[config.mk]
export PLATFORM = sky130hd
export DESIGN_NAME = endgame_controller
export DESIGN_NICKNAME = d
export VERILOG_FILES = /design/src/rtl/endgame_controller.sv
export SDC_FILE = /design/constraint.sdc
export NUM_CORES = 1
export LEC_CHECK = 0
export BUFFER_PORTS_ARGS = -buffer_cell sky130_fd_sc_hd__buf_2
export CAP_MARGIN = 20
export CELL_PAD_IN_SITES_DETAIL_PLACEMENT = 2
export CELL_PAD_IN_SITES_GLOBAL_PLACEMENT = 2
export CORE_UTILIZATION = 33
export DETAILED_ROUTE_END_ITERATION = 8
export PLACE_DENSITY = 0.75
export SKIP_CTS_REPAIR_TIMING = 1
export SYNTH_ARGS = -nofsm -noshare
export SYNTH_HDL_FRONTEND = slang
export SYNTH_SLANG_ARGS = --single-unit
[constraint.sdc]
create_clock -name clk -period 1.7 [get_ports clk]
set_input_delay 0.34 -clock clk [delete_from_list [all_inputs] [get_ports clk]]
set_output_delay 0.34 -clock clk [all_outputs]
set_load 0.05 [all_outputs]
[src/rtl/endgame_controller.sv]
// Game end-state controller: tracks lives, decides WIN/LOSS and gates restart behind an end-screen hold.
// Optional per-game frame time limit is compiled in with `define ENDGAME_TIMEOUT_EN.
module endgame_controller #(
    parameter int unsigned LIVES_INIT        = 3,
    parameter int unsigned HOLD_FRAMES       = 180,
    parameter int unsigned TIME_LIMIT_FRAMES = 3600
) (
    input  logic       clk,
    input  logic       rst_n,
    input  logic       start_of_frame,
    input  logic       game_start,
    input  logic       player_hit,
    input  logic       level_cleared,
    input  logic       restart_req,
    output logic       is_win,
    output logic       is_loss,
    output logic       game_active,
    output logic [1:0] lives,
    output logic       game_over
);

    typedef enum logic [1:0] {StIdle, StPlaying, StWin, StLoss} state_e;

    localparam logic [1:0] LivesInit = 2'(LIVES_INIT);
    localparam logic [7:0] HoldMax   = 8'(HOLD_FRAMES);

    state_e     state_q, state_d;
    logic [1:0] lives_q, lives_d;
    logic [7:0] hold_q, hold_d;
    logic       is_win_q, is_win_d;
    logic       is_loss_q, is_loss_d;
    logic       game_active_q, game_active_d;
    logic       game_over_q, game_over_d;

`ifdef ENDGAME_TIMEOUT_EN
    localparam logic [15:0] TimeLimit = 16'(TIME_LIMIT_FRAMES);

    logic [15:0] timer_q, timer_d;
    logic        time_up;

    always_comb begin
        timer_d = timer_q;
        if (state_q == StIdle && game_start) begin
            timer_d = '0;
        end else if (state_q == StPlaying && start_of_frame) begin
            timer_d = timer_q + 16'd1;
        end
        time_up = (state_q == StPlaying) && start_of_frame && (timer_d >= TimeLimit);
    end

    always_ff @(posedge clk or negedge rst_n) begin
        if (!rst_n) begin
            timer_q <= '0;
        end else begin
            timer_q <= timer_d;
        end
    end
`endif

    always_comb begin
        state_d = state_q;
        lives_d = lives_q;
        hold_d  = hold_q;
        unique case (state_q)
            StIdle: begin
                if (game_start) begin
                    state_d = StPlaying;
                    lives_d = LivesInit;
                end
            end
            StPlaying: begin
                // Win beats every loss cause in the same cycle, and leaves lives untouched.
                if (level_cleared) begin
                    state_d = StWin;
`ifdef ENDGAME_TIMEOUT_EN
                end else if (time_up) begin
                    state_d = StLoss;
`endif
                end else if (player_hit) begin
                    if (lives_q > 2'd1) begin
                        lives_d = lives_q - 2'd1;
                    end else begin
                        lives_d = 2'd0;
                        state_d = StLoss;
                    end
                end
                if (state_d != StPlaying) begin
                    hold_d = '0;
                end
            end
            StWin, StLoss: begin
                // Early restart requests are simply dropped.
                if (restart_req && hold_q == HoldMax) begin
                    state_d = StIdle;
                end else if (start_of_frame && hold_q != HoldMax) begin
                    hold_d = hold_q + 8'd1;
                end
            end
            default: state_d = StIdle;
        endcase

        is_win_d      = (state_d == StWin);
        is_loss_d     = (state_d == StLoss);
        game_active_d = (state_d == StPlaying);
        game_over_d   = (state_q == StPlaying) && (state_d == StWin || state_d == StLoss);
    end

    always_ff @(posedge clk or negedge rst_n) begin
        if (!rst_n) begin
            state_q       <= StIdle;
            lives_q       <= '0;
            hold_q        <= '0;
            is_win_q      <= 1'b0;
            is_loss_q     <= 1'b0;
            game_active_q <= 1'b0;
            game_over_q   <= 1'b0;
        end else begin
            state_q       <= state_d;
            lives_q       <= lives_d;
            hold_q        <= hold_d;
            is_win_q      <= is_win_d;
            is_loss_q     <= is_loss_d;
            game_active_q <= game_active_d;
            game_over_q   <= game_over_d;
        end
    end

    assign is_win      = is_win_q;
    assign is_loss     = is_loss_q;
    assign game_active = game_active_q;
    assign lives       = lives_q;
    assign game_over   = game_over_q;

endmodule

==> impl_results.md <==
* Result of the run: complete, no violations
* Largest area contributor in the netlist: sky130_fd_sc_hd__dfrtp_1
* Area post-placement at between 900 and 1000 µm²
* Worst hold-check path type: in2reg
* DRC at 0
* # Max-Cap Violations at 0
* Site row count at 17
* Sequential cell area fraction in the yosys report at 0.500
* Achievable clock frequency at roughly 600 MHz
* Worst setup path category: reg2reg
* Core ar. at roughly 2300 µm²
* Count of port buffers added during placement at 12
* Chip Height at a little over 50 µm
* Clock latency at the later pin of the worst-skew pair at a little under 300 ps
* Maximum number of pins on one net before global-route repair at 17
* VDD IR-drop max at 0.713 mV
* First-pass GRT wire length at between 3000 and 4000 µm
* Layout Area Growth over Synthesis at 20.5%
* Final HPWL DP at 1550 µm
* Total power of the final layout at 1.63 mW
* Number of cells in the design after placement at 120
* Count of unique library cells instantiated by Yosys at 29
* Part of the cycle the worst path needs at 0.980
* Highest fanout seen on the critical path at 4
* Required arrival time at the worst endpoint at approximately 1900 ps
* Global-route usage over all layers at 0.187
* Aggregate routed wire length at roughly 2100 µm
* Leading post-synthesis cells by cell area: sky130_fd_sc_hd__dfrtp_1, sky130_fd_sc_hd__nand2b_1, sky130_fd_sc_hd__a21oi_1, sky130_fd_sc_hd__xnor2_1, sky130_fd_sc_hd__ha_1
* Post-DR vias/cell at 5.23
* Detailed-router iteration count before antenna repair at 4
* Finished Core Util at 0.428
* Count of final max-slew check failures at 0
* Number of antenna violations at the first check in global routing at 0
* Arrival @ worst endpoint at roughly 1900 ps
* Drt initial violations at 2
* Setup TNS Final at 0 ps
* Number of warning messages in the yosys log at 0
* Chip width at just over 50 µm
* Clock transition at the registers of the reported paths at ~100 ps
* # H-tree levels at 1
* Post-layout worst setup margin at 33.6 ps
* Syn Std Cell Area at 801 µm²
* Clock tree from TritonCTS: yes
* Leak Pwr at 0.459 nW
* Inserted Diodes at 0
* Clock Skew at approximately 5.5 ps
* Final critical delay including setup and external delays at between 1500 and 2000 ps
* Number of filler cells placed in the layout at between 200 and 300
* Vias after detailed routing at about 660
* Worst-case hold slack at 370 ps
* Slew of the pin with the lowest slew margin at about 370 ps
* Effective utilization at floorplan at 0.355
* Cell with the largest stage delay on the worst path: sky130_fd_sc_hd__dfrtp_1
* I/O pin count at 13
* Share of layout cells above drive strength 1 at 0.283
* Net count of the finished layout at approximately 110
* Longest Clk Path Bufs at 2
* Setup WS pre-CTS at roughly 50 ps
* Count of placed standard cells in the final layout, fillers left out at 127
* CTS sink count at 16
* Post-Synthesis Net Count at 87
* Mapped Avg Cell Area at between 10 and 15 µm²
* Flip-flop and latch count after synthesis at 16
* Category of the worst setup path launch point: register
* Antenna Violating Nets Remaining at 0
* Area share of the largest cell type after synthesis at 0.500
* Critical path endpoint category: register
* Number of instances in the synthesized netlist at 78
* Endpoints failing setup at 0
* Final hold violation count at 0
* Cell Chain, Critical Path: inv_1, ha_1, nand4_1, nor3_1, nand2_1, a31o_2
* Vias in the first global route at approximately 700
* Longest individual stage delay on the worst path at roughly 420 ps
* Final instance area at just under 1000 µm²
* Total grt overflow at 0
* Routed length per instance at between 15 and 20 µm
* PwrDens at approximately 1700 nW/µm²
* Buffer type at the clock tree root: sky130_fd_sc_hd__clkbuf_4
* GP Congestion at about 0.84
* Die Area at between 2000 and 3000 µm²
* Setup slack on the worst flop-to-flop path at 30 ps
* Number of CTS-inserted buffers at 3
* Slew margin rel. at 0.755
==> per-layer routing <==
layer	routed length, µm	share of wire	GRT usage
met1	985	0.46	0.241
met2	1070	0.50	0.298
met3	80	0.037	0.0446
met4	11	0.0051	0.0721
met5	0	0	0
==> area by class of cell <==
type / count / area, µm² / share of cell area
clock buffer: 4 / 36.3 / 0.0376
sequential: 16 / 400 / 0.415
timing repair buffer: 19 / 115 / 0.119
tap: 28 / 35.0 / 0.0363
inverter: 5 / 18.8 / 0.0195
multi-input combinational: 55 / 359 / 0.372
==> report_power, final <==
part           internal [mW]  switching, mW  total, mW
sequential             0.513          0.121      0.634
clock                  0.130          0.129      0.260
combinational          0.278          0.460      0.739
==> worst max-delay path, delay by kind of cell, from the launching register on <==
family,cells,cell delay [ps]
AO/OA/AOI/OAI,1,280
adder cells (fa/ha/maj),1,150
buffers and inverters,1,90
flip-flops,1,420
AND/OR/NAND/NOR,3,630
==> cells by family after synthesis <==
family,Yosys count,synth area share
XOR/XNOR,3,0.0328
adder cells (fa/ha/maj),2,0.0312
flip-flops,16,0.500
buffers and inverters,7,0.0516
multiplexers,1,0.0125
AND/OR/NAND/NOR,31,0.214
AO/OA/AOI/OAI,18,0.158
==> flip-flops by register name (all words and copies together), names as in the netlist <==
name / cells
game_active: 1
game_over: 1
hold_q: 8
is_loss: 1
is_win: 1
lives: 2
state_q: 2
==> placed cells by master (no fill, tap or decap), types with 4 or more instances in the layout <==
cell and instances:
sky130_fd_sc_hd__nand2b_1 5, sky130_fd_sc_hd__dfrtp_1 16, sky130_fd_sc_hd__buf_2 12, sky130_fd_sc_hd__nand2_1 4, sky130_fd_sc_hd__a21oi_1 6, sky130_fd_sc_hd__nor2_1 6
sky130_fd_sc_hd__buf_4 6, sky130_fd_sc_hd__inv_1 5
==> Yosys cell counts, drive strengths merged <==
library cell / number
nand2b: 5
nand2: 4
nor2: 6
nand3: 2
a21o: 2
a31o: 2
a21oi: 6
nor3: 3
o21a: 1
o31a: 1
xnor2: 3
dfrtp: 16
or3: 2
and2b: 2
buf: 2
nand3b: 1
inv: 5
or4: 1
and2: 1
o41ai: 1
mux2i: 1
o31ai: 1
nor2b: 1
a311oi: 1
a22o: 1
nand4: 3
ha: 2
o21ai: 2
==> final timing paths <==
kind                                    start   endpoint  cells past startpoint
worst min register to register       lives[0]   lives[0]                      1
min in group asynchronous               rst_n  hold_q[0]                      2
worst max-delay path                hold_q[1]    is_loss                      6
worst min-delay path            level_cleared     is_win                      2
max in group asynchronous               rst_n  hold_q[6]                      2
worst max register to register      hold_q[1]    is_loss                      6
No activity file was read; power rests on OpenSTA's default activity.
